### src/rtl/multdiv_stall_controller.sv
// multdiv_stall_controller
// Sequences the multi-cycle multiplier/divider for R-type mul/div in DX:
// freezes PC/FD/DX, bubbles XM while the unit works, then hands the result
// (or the rstatus exception code) to XM for exactly one cycle.
// Optional build macro: MD_WATCHDOG_EN (BUSY timeout after MD_TIMEOUT cycles).
module multdiv_stall_controller #(
  parameter int MD_TIMEOUT  = 48,
  parameter int RSTATUS_REG = 30
) (
  input  logic        clock,
  input  logic        reset_n,
  input  logic [31:0] DX_Latch_Instr,
  input  logic        DX_valid,
  input  logic        flush,
  input  logic        md_result_rdy,
  input  logic        md_exception,
  input  logic [31:0] md_result,
  output logic        ctrl_MULT,
  output logic        ctrl_DIV,
  output logic        stall,
  output logic        md_bubble,
  output logic        md_wb_valid,
  output logic [31:0] md_wb_data,
  output logic [4:0]  md_wb_rd,
  output logic [5:0]  md_cycles
);

`ifdef MD_WATCHDOG_EN
  localparam bit WD_EN = 1'b1;
`else
  localparam bit WD_EN = 1'b0;
`endif

  localparam logic [5:0]  TIMEOUT_C = 6'(MD_TIMEOUT);
  localparam logic [4:0]  RSTATUS_C = 5'(RSTATUS_REG);
  localparam logic [31:0] EXC_MUL   = 32'd4;
  localparam logic [31:0] EXC_DIV   = 32'd5;

  typedef enum logic [1:0] {
    S_IDLE,
    S_START,
    S_BUSY,
    S_DONE
  } state_t;

  state_t      state;
  logic        op_div_q;
  logic [4:0]  rd_q;
  logic [31:0] res_q;
  logic        exc_q;

  logic [4:0]  opcode;
  logic [4:0]  alu_op;
  logic [4:0]  instr_rd;
  logic        is_mul;
  logic        is_div;
  logic        start_req;
  logic [5:0]  cyc_next;
  logic        wd_fire;
  logic        unused_instr_bits;

  assign opcode    = DX_Latch_Instr[31:27];
  assign instr_rd  = DX_Latch_Instr[26:22];
  assign alu_op    = DX_Latch_Instr[6:2];
  assign unused_instr_bits = ^{DX_Latch_Instr[21:7], DX_Latch_Instr[1:0]};

  assign is_mul    = DX_valid && (opcode == 5'd0) && (alu_op == 5'd6);
  assign is_div    = DX_valid && (opcode == 5'd0) && (alu_op == 5'd7);
  assign start_req = (is_mul || is_div) && !flush;

  assign cyc_next  = (md_cycles == 6'd63) ? 6'd63 : md_cycles + 6'd1;
  // Compile-time constant gate: without the watchdog this folds to 0.
  assign wd_fire   = WD_EN && (cyc_next >= TIMEOUT_C);

  // Sequencer: state, latched op/rd, result holding registers, cycle counter
  always_ff @(posedge clock or negedge reset_n) begin
    if (!reset_n) begin
      state     <= S_IDLE;
      op_div_q  <= 1'b0;
      rd_q      <= '0;
      res_q     <= '0;
      exc_q     <= 1'b0;
      md_cycles <= '0;
    end else begin
      case (state)
        S_IDLE: begin
          if (start_req) begin
            state     <= S_START;
            op_div_q  <= is_div;
            rd_q      <= instr_rd;
            md_cycles <= '0;
          end
        end
        S_START: begin
          state <= flush ? S_IDLE : S_BUSY;
        end
        S_BUSY: begin
          md_cycles <= cyc_next;
          if (flush) begin
            state <= S_IDLE;
          end else if (md_result_rdy) begin
            state <= S_DONE;
            res_q <= md_result;
            exc_q <= md_exception;
          end else if (wd_fire) begin
            state <= S_DONE;
            res_q <= '0;
            exc_q <= 1'b1;
          end
        end
        S_DONE: begin
          state <= S_IDLE;
        end
        default: state <= S_IDLE;
      endcase
    end
  end

  // Pipeline control: IDLE stalls combinationally on the detect cycle
  assign stall       = (state == S_START) || (state == S_BUSY) ||
                       ((state == S_IDLE) && start_req);
  assign md_bubble   = stall;
  assign ctrl_MULT   = (state == S_START) && !op_div_q;
  assign ctrl_DIV    = (state == S_START) && op_div_q;
  assign md_wb_valid = (state == S_DONE);

  // Writeback payload, only non-zero during the DONE cycle
  always_comb begin
    md_wb_data = '0;
    md_wb_rd   = '0;
    if (state == S_DONE) begin
      if (exc_q) begin
        md_wb_data = op_div_q ? EXC_DIV : EXC_MUL;
        md_wb_rd   = RSTATUS_C;
      end else begin
        md_wb_data = res_q;
        md_wb_rd   = rd_q;
      end
    end
  end

endmodule

### config.mk
export PLATFORM = sky130hd
export DESIGN_NAME = multdiv_stall_controller
export DESIGN_NICKNAME = d
export VERILOG_FILES = /design/src/rtl/multdiv_stall_controller.sv
export SDC_FILE = /design/constraint.sdc
export NUM_CORES = 1
export LEC_CHECK = 0
export BUFFER_PORTS_ARGS = -buffer_cell sky130_fd_sc_hd__buf_2
export CORE_ASPECT_RATIO = 0.7
export CORE_MARGIN = 2
export CORE_UTILIZATION = 25
export CTS_CLUSTER_DIAMETER = 100
export DETAILED_ROUTE_END_ITERATION = 7
export GPL_TIMING_DRIVEN = 0
export PLACE_DENSITY = 0.47
export SETUP_SLACK_MARGIN = 0.4
export SLEW_MARGIN = 20
export SYNTH_ARGS = -nofsm -noshare
export SYNTH_HDL_FRONTEND = slang
export SYNTH_SLANG_ARGS = --single-unit
### constraint.sdc
create_clock -name clock -period 2.3 [get_ports clock]
set_input_delay 0.23 -clock clock [delete_from_list [all_inputs] [get_ports clock]]
set_output_delay 0.23 -clock clock [all_outputs]
set_load 0.02 [all_outputs]
==> results of run 1 <==
[registers in the layout (all words and copies together) (netlist names)]
register   cells
op_div_q       1
exc_q          1
state          2
rd_q           5
res_q         32
md_cycles      6
[worst paths after layout]
check	from	endpoint	slack, ns	cells past startpoint
worst max-delay path	state[0]$_DFFE_PN0P_	stall	0.51	6
worst min-delay path	DX_Latch_Instr[2]	op_div_q$_DFFE_PN0P_	0.18	2
worst max register to register	state[0]$_DFFE_PN0P_	res_q[29]$_DFFE_PN0P_	0.52	6
worst min register to register	res_q[16]$_DFFE_PN0P_	res_q[16]$_DFFE_PN0P_	0.50	1
max in group asynchronous	reset_n	state[1]$_DFFE_PN0P_	1.35	2
min in group asynchronous	reset_n	md_cycles[1]$_DFFE_PN0P_	0.50	2
[cells in the final DEF, fill, tap and decap left out, types with 2 or more instances in the layout]
master,instances
o21ai_0,2
mux2_2,40
a31oi_1,4
mux2i_1,2
o21a_1,5
ha_1,2
a21oi_1,5
nor2b_1,2
nor3_1,2
clkbuf_1,2
inv_1,2
inv_2,2
ha_4,2
dfrtp_1,45
nand2_1,3
and2_1,32
dfrtp_2,2
buf_4,10
nor2_1,3
buf_2,99
and3_1,4
clkbuf_16,5
[area by class of cell]
cell class              count  area share (%)
flip-flops and latches     47            36.5
multi-input cells         128            34.5
repair buffers            104            16.6
well taps                 124            4.80
clock buffers               6            3.99
plain buffers              10            2.25
clock inverters             1           0.929
inverters                   4           0.465
[logic make-up after synthesis]
kind of cell | Yosys count | synth area share (%)
mux | 42 | 20.4
compound gates | 24 | 7.04
flops | 47 | 50.9
fa+ha+maj | 5 | 2.71
simple gates | 57 | 16.1
buf+inv | 14 | 2.92
[worst max-delay path: stages, from the launching register on]
cell	delay, ns
dfrtp_2	0.43
inv_2	0.08
ha_4	0.19
nand4_4	0.06
or2b_1	0.25
buf_4	0.13
buf_2	0.15
[stage by stage]
step | instances | instance area, µm² | util [%] | total power, mW | hold slack, ns
global placement | 413 | 2970 | 32.8 | 2.48 | 0.464
detailed placement | 413 | 2970 | 32.9 | 2.50 | 0.297
floorplan | 189 | 2310 | - | 2.14 | -0.0656
CTS | 422 | 3200 | 35.4 | 3.38 | 0.169
finish | 424 | 3230 | 35.8 | 3.37 | 0.176
global route | 424 | 3230 | 35.8 | 3.62 | 0.163
[repair_timing]
action	in CTS	in global routing
gates resized for setup	17	10
setup buffers	1	2
hold buffers	1	0
pin swaps	0	1
endpoints found under the setup margin	63	62
hold endpoints to repair	6	0
[per-layer routing]
layer	track usage, %	vias to the layer above
li1	-	884
met1	17.5	826
met2	16.7	74
met3	3.06	2
met4	2.92	0
met5	0	-
[power by group through the flow]
stage	combinational, mW	clock [mW]	sequential (mW)
2_1_floorplan	0.859	0	1.28
3_3_place_gp	1.18	0	1.30
3_5_place_dp	1.19	0	1.31
4_1_cts	1.23	0.843	1.31
5_1_grt	1.39	0.875	1.36
6_report	1.25	0.811	1.31
==> results.toml, run 1 <==
[timing]
worst_pin_slew_ns = 0.618
finalSetupTns_ns = 0
count_of_endpoints_failing_hold_in_the_final_timing_report = 0
timing.final.crit_share_pct = 77.8
fmax_mhz = 559
worst_slew_margin_rel_pct = 58.8
drv_slew = 0
time_the_final_worst_path_needs_with_i_o_delays_and_setup_ns = 1.79
setup_viol = 0
final_worst_setup_slack_ns = 0.512
grt_setup_unrepaired = "no"
final.setup_skew_ns = 0.00387

[synthesis]
most_numerous_cell_in_the_yosys_netlist = "dfrtp_1"
synthesis.instances = 189
async_reset_ff_share_pct = 100
yosys_warnings = 0
synthDominantCellAreaShare_pct = 50.9
synth-edff-count = 0
netlist_top_cells_count = "dfrtp_1 (47), mux2_2 (40), and2_1 (32)"
syn_avg_cell_area_um2 = 12.2
seq_area_frac_synth_pct = 50.9
netlist-cell-type-count = 35
post_synth_instance_area_um2 = 2310
syn_nets = 264
synth-seq-cells = 47
synth_ff_type = "dfrtp_1"
synth.area.top_cells = "dfrtp_1 (51%), mux2_2 (19%), and2_1 (8.7%)"
synth_top_cell_by_area = "dfrtp_1"

[placement]
io_buffer_count = 100
placement.setup.worst_slack_ns = 0.181
dpl.hpwl_um = 4050
final_replace_weighted_congestion = 0.721

[setup_path]
highest_fanout_seen_on_the_critical_path = 6
timing.setup.critical_path_class = "reg2out"
crit_path_launch_type = "flip-flop"
crit_required_ns = 2.07
critical_path_capture_point_type = "output pin"
arrival_time_worst_endpoint_ns = 1.56

[clock_tree]
clk_path_buf_depth = 2
clock-sinks = 47
htree_levels = 2
clk_pin_slew_ns = 0.06
cts_tree = "done"
total_clock_buffers_created_by_cts = 5
cts-root-buf = "clkbuf_16"
clk-insertion-delay-late_ns = 0.28

[die]
die-width_um = 119
die_height_um = 84.4
core_region_area_um2 = 9030
die_area_um2 = 10000
start_util_pct = 25.6
row_count = 29
io-pin-count = 118

[finish]
num-nets-final = 375
antennaDiodeCount = 0
multi_input_comb_area_um2 = 1120
area.sequential_um2 = 1180
area_delta_synth_final_pct = 39.8
layout-drive-gt1-share_pct = 57.3
n_fill_cell = 906

[grt]
via_count_of_the_first_global_routing_pass = 1771
grt_max_degree = 48
grt_pass1_wl_um = 9360
groute.usage.overall_pct = 11.7
antenna_found_initial = 0
grt-ovfl-total = 0

[route]
met2RoutedLength_um = 2300
top_layer_used = "met4"
met1Wirelength_um = 2940
detail_route.wl_per_cell_um = 13.4
initialDrtViolationCount = 79
drt.antenna.violating_nets = 0
via_count = 1786
dr.pass1.iters = 4
avgViaCountPerCell = 4.21
wl_met3_um = 401
postRouteWirelength_um = 5680
remaining_drc_errors = 0

[worst_hold_path]
hold_class = "in2reg"

[run]
drv_cap = 0

[power]
internal_power_mw = 2.29
power.switching_mw = 1.08
power.share.combinational_pct = 37.1
power.sequential.fraction_pct = 38.9
p_per_cell_area_nw_per_um2 = 1040
worst_ir_drop_on_vdd_uv = 653
static-leakage-power_nw = 1.66
clock_power_share_pct = 24.0
swShare_pct = 32.0

[run_status]
status = "finished clean"
(Power assumes the default switching activity.)
==> run 2, diff against run 1 <==
Clock period 2.3 ns to 1.66 ns, I/O delays scaled along.
==> run 2 against run 1 <==
Compared with the run above:
- register-to-register slack worse by 0.56 ns
- the run now ends with setup timing left
- combinational power up 140%
- clock skew decreased by 0.00082 ns
- power up 82%
- highest routed layer unchanged
- die area is the same
- largest cell class is now multi-input combinational cells
==> results.toml, run 2 (same netlist as run 1, synthesis figures left out) <==
[timing]
time_the_final_worst_path_needs_with_i_o_delays_and_setup_ns = 1.72
drv_slew = 0
fmax_mhz = 583
final_worst_setup_slack_ns = -0.0551
grt_setup_unrepaired = "yes"
count_of_endpoints_failing_hold_in_the_final_timing_report = 0
worst_slew_margin_rel_pct = 57.8
timing.final.crit_share_pct = 103
final.setup_skew_ns = 0.00305
worst_pin_slew_ns = 0.634
setup_viol = 51

[die]
die_height_um = 84.4
start_util_pct = 25.6
io-pin-count = 118
die_area_um2 = 10000
die-width_um = 119
row_count = 29
core_region_area_um2 = 9030

[finish]
antennaDiodeCount = 0
most_frequent_cells_in_the_layout = "buf_2 (58), buf_6 (52), dfrtp_1 (43)"
largest_register_ff_count = 32
num-nets-final = 400
area_delta_synth_final_pct = 81.2
most_common_library_cell_in_the_layout_ignoring_fill_and_taps = "buf_2"
reg_top3 = "res_q x32, md_cycles x6, rd_q x5"
layout-drive-gt1-share_pct = 68.7
largest_register = "res_q"
layout.cells.non_filler = 450

[setup_path]
critical_path.most_common_cell = "buf_6"
cpPeakStageDelay_ns = 0.43
critical_path_capture_point_type = "output pin"
critical_path.top_delay_family = "flip-flops"
critPathSlowestCell = "dfrtp_2"
crit_required_ns = 1.49
cell_by_cell_trace_of_the_critical_path = "inv_4, ha_4, nand4_4, or2b_4, buf_6, buf_6"
path_buf_inv = 3
highest_fanout_seen_on_the_critical_path = 4
crit_path_launch_type = "flip-flop"
arrival_time_worst_endpoint_ns = 1.55
ff2ff_setup_slack_ns = -0.04
timing.setup.critical_path_class = "reg2out"

[grt]
grt_pass1_wl_um = 10300
groute.usage.overall_pct = 12.8
grt-ovfl-total = 0
grt_max_degree = 48
via_count_of_the_first_global_routing_pass = 2052
antenna_found_initial = 0

[power]
static-leakage-power_nw = 2.10
worst_ir_drop_on_vdd_uv = 617
p_per_cell_area_nw_per_um2 = 1470

[run]
drv_cap = 0

[placement]
dpl.hpwl_um = 4120
io_buffer_count = 100
dp_cells = 413
final_replace_weighted_congestion = 0.803
placement.setup.worst_slack_ns = -0.271

[route]
avgViaCountPerCell = 4.35
remaining_drc_errors = 0
initialDrtViolationCount = 47
via_count = 1958
dr.pass1.iters = 4
postRouteWirelength_um = 6560
drt.antenna.violating_nets = 0
detail_route.wl_per_cell_um = 14.6

[clock_tree]
clock-sinks = 47
cts-root-buf = "clkbuf_16"
clk_path_buf_depth = 2
clk_pin_slew_ns = 0.06
clk-insertion-delay-late_ns = 0.28
htree_levels = 2
cts_tree = "done"
total_clock_buffers_created_by_cts = 5

[run_status]
status = "finished with violations"
violations = "setup timing"

[worst_hold_path]
hold_class = "in2reg"
==> run 2: final cells by class <==
type | count | area (µm²)
buffer | 10 | 133
clock buffer | 6 | 129
clock inverter | 2 | 60.1
fill | 861 | 4850
inverter | 4 | 20.0
multi-input combinational | 128 | 1410
sequential | 47 | 1180
tap | 124 | 155
timing repair buffer | 129 | 1100
==> run 2: metrics by stage <==
step	instance area, µm²	power (mW)	hold WS [ns]	util [%]	setup TNS, ns
3_3_place_gp	3080	3.61	0.398	34.1	-7.49
3_5_place_dp	3080	3.65	0.242	34.1	-7.56
5_1_grt	4190	6.51	0.100	46.3	-4.43
2_1_floorplan	2430	3.14	-0.130	-	0
4_1_cts	3820	5.60	0.0985	42.3	-2.00
6_report	4190	6.14	0.107	46.3	-1.44
==> run 2: path summary, 6_finish.rpt <==
path	start	end	depth (start not counted)
setup / recovery	state[0]$_DFFE_PN0P_	stall	6
hold / removal	md_result[4]	res_q[4]$_DFFE_PN0P_	2
setup reg to reg	state[0]$_DFFE_PN0P_	md_cycles[0]$_DFFE_PN0P_	8
hold reg to reg	rd_q[0]$_DFFE_PN0P_	rd_q[0]$_DFFE_PN0P_	1
max in group asynchronous	reset_n	state[0]$_DFFE_PN0P_	2
min in group asynchronous	reset_n	res_q[5]$_DFFE_PN0P_	2
==> run 2: worst reg2reg max path, delay by kind of cell (launching register included) <==
family	cells	cell delay [ns]
AO/OA/AOI/OAI	2	0.36
adder cells (fa/ha/maj)	1	0.16
multiplexers	1	0.25
buffers and inverters	4	0.35
flip-flops	1	0.46
==> run 2: power by group <==
| part | internal (mW) | total (mW) | switching (mW) |
|---|---|---|---|
| Clock | 0.864 | 1.30 | 0.434 |
| Combinational | 1.79 | 2.96 | 1.18 |
| Sequential | 1.61 | 1.88 | 0.271 |
==> run 2: layer usage <==
layer | up-vias | GRT usage, % | routed length (µm)
met4 | 0 | 4.11 | 42
met5 | - | 0 | 0
met2 | 47 | 20.0 | 3100
met3 | 2 | 3.40 | 319
met1 | 975 | 17.3 | 3100
li1 | 934 | - | -
==> run 2: repair_timing <==
action | 4_1_cts | 5_1_grt
hold buffers | 1 | 0
hold endpoints to repair | 47 | 0
setup endpoints to repair | 89 | 89
resized for setup | 110 | 68
gates cloned | 3 | 1
pin swaps | 5 | 6
buffers inserted | 14 | 10
==> run 3, diff against run 2 <==
Settings changed: HOLD_SLACK_MARGIN from default to 0.15.
==> run 3 against run 2 <==
Compared with the run above:
- the run still ends with setup timing left
- core utilization up 4.4 points
- register-to-register slack about the same
- critical path type unchanged
- flip-flop and latch count unchanged
- sequential power about the same
- non-clock buffer count up 40
- power up 1.3%
- final cell count up 8.9%
- combinational power up 3%
- largest cell class is now buffers
==> results.toml, run 3 (same netlist as run 1, synthesis figures left out) <==
[timing]
worst_slew_margin_rel_pct = 57.2
grt_setup_unrepaired = "yes"
time_the_final_worst_path_needs_with_i_o_delays_and_setup_ns = 1.73
worst_pin_slew_ns = 0.643
setup_viol = 53
holdWs_ns = 0.249
final_worst_setup_slack_ns = -0.0714
count_of_endpoints_failing_hold_in_the_final_timing_report = 0
final.setup_skew_ns = 0.00414
timing.final.crit_share_pct = 104
drv_slew = 0
fmax_mhz = 578
finalSetupTns_ns = -1.60

[route]
initialDrtViolationCount = 44
dr.pass1.iters = 4
drt.antenna.violating_nets = 0
avgViaCountPerCell = 4.34
via_count = 2128
remaining_drc_errors = 0
postRouteWirelength_um = 6960
detail_route.wl_per_cell_um = 14.2

[setup_path]
cpPeakStageDelay_ns = 0.43
crit_required_ns = 1.49
timing.setup.critical_path_class = "reg2out"
cell_by_cell_trace_of_the_critical_path = "ha_4, nor2b_4, clkbuf_8, and2_1, buf_6"
critPathSlowestCell = "dfrtp_2"
critical_path_capture_point_type = "output pin"
critical_path.top_delay_family = "flip-flops"
crit_path_launch_type = "flip-flop"
highest_fanout_seen_on_the_critical_path = 10
path_buf_inv = 2
arrival_time_worst_endpoint_ns = 1.57

[clock_tree]
cts-root-buf = "clkbuf_16"
clk-insertion-delay-late_ns = 0.28
htree_levels = 2
cts_tree = "done"
clock-sinks = 47
clk_path_buf_depth = 2
clk_pin_slew_ns = 0.06
total_clock_buffers_created_by_cts = 5

[finish]
largest_register = "res_q"
most_frequent_cells_in_the_layout = "buf_2 (58), buf_6 (52), dfrtp_1 (43)"
reg_top3 = "res_q x32, md_cycles x6, rd_q x5"
antennaDiodeCount = 0
largest_register_ff_count = 32
layout-drive-gt1-share_pct = 61.2
finish.instance_area_um2 = 4590
finish.utilization_pct = 50.8
area_delta_synth_final_pct = 98.5
layout.cells.non_filler = 490
num-nets-final = 440
most_common_library_cell_in_the_layout_ignoring_fill_and_taps = "buf_2"

[grt]
antenna_found_initial = 0
grt_pass1_wl_um = 11000
groute.usage.overall_pct = 13.7
grt-ovfl-total = 0
via_count_of_the_first_global_routing_pass = 2257
grt_max_degree = 48

[placement]
placement.setup.worst_slack_ns = -0.271
placed_area_um2 = 3080
final_replace_weighted_congestion = 0.803
dpl.hpwl_um = 4120
dp_cells = 413
io_buffer_count = 100

[die]
row_count = 29
die_height_um = 84.4
die-width_um = 119
die_area_um2 = 10000
start_util_pct = 25.6
io-pin-count = 118
core_region_area_um2 = 9030

[power]
p_per_cell_area_nw_per_um2 = 1360
totalPowerFinal_mw = 6.22
worst_ir_drop_on_vdd_uv = 640
static-leakage-power_nw = 2.27

[run]
drv_cap = 0

[worst_hold_path]
hold_class = "in2reg"

[run_status]
violations = "setup timing"
status = "finished with violations"
run 3: changes by cell type in the layout (fill, tap and decap cells not counted), sizes merged:
cell,change
dlygate4sd3,+40
run 3: cell type report:
cell class                      instances  area (µm²)
Buffer                                 10         133
Clock buffer                            6         129
Clock inverter                          2        60.1
Tap cell                              124         155
Fill cell                             836        4450
Multi-Input combinational cell        128        1410
Inverter                                4        20.0
Sequential cell                        47        1180
Timing Repair Buffer                  169        1500
run 3: worst min-delay path, delay by kind of cell:
family | cells | cell delay (ns)
AND/OR/NAND/NOR | 1 | 0.12
AO/OA/AOI/OAI | 1 | 0.07
buffers and inverters | 1 | 0.13
run 3: layer usage:
| metal | wire, µm | share of wire [%] | vias to the layer above | track usage, % |
|---|---|---|---|---|
| met1 | 3220 | 46 | 1060 | 17.7 |
| met4 | 42 | 0.60 | 0 | 3.79 |
| met3 | 312 | 4.5 | 2 | 2.99 |
| met5 | 0 | 0 | - | 0 |
| met2 | 3380 | 49 | 50 | 23.2 |
| li1 | - | - | 1016 | - |
run 3: path summary, 6_finish.rpt:
| path | from | to | slack, ns | cells past startpoint |
|---|---|---|---|---|
| max | state[0]$_DFFE_PN0P_ | md_wb_data[15] | -0.07 | 5 |
| min | md_result_rdy | state[0]$_DFFE_PN0P_ | 0.25 | 3 |
| max reg2reg | state[0]$_DFFE_PN0P_ | md_cycles[0]$_DFFE_PN0P_ | -0.04 | 8 |
| min reg2reg | rd_q[0]$_DFFE_PN0P_ | rd_q[0]$_DFFE_PN0P_ | 0.50 | 1 |
| max in group asynchronous | reset_n | state[0]$_DFFE_PN0P_ | 0.76 | 2 |
| min in group asynchronous | reset_n | res_q[0]$_DFFE_PN0P_ | 0.45 | 2 |
run 3: timing repair:
action	CTS	global route
pin swaps	5	6
setup endpoints to repair	89	89
endpoints found under the hold margin	87	0
hold buffers	41	0
buffers inserted	14	10
resized for setup	110	68
cloned	3	1
run 3: power by group:
group | switching [mW] | total [mW] | internal, mW
combinational | 1.19 | 3.04 | 1.85
clock | 0.436 | 1.30 | 0.864
sequential | 0.273 | 1.88 | 1.61
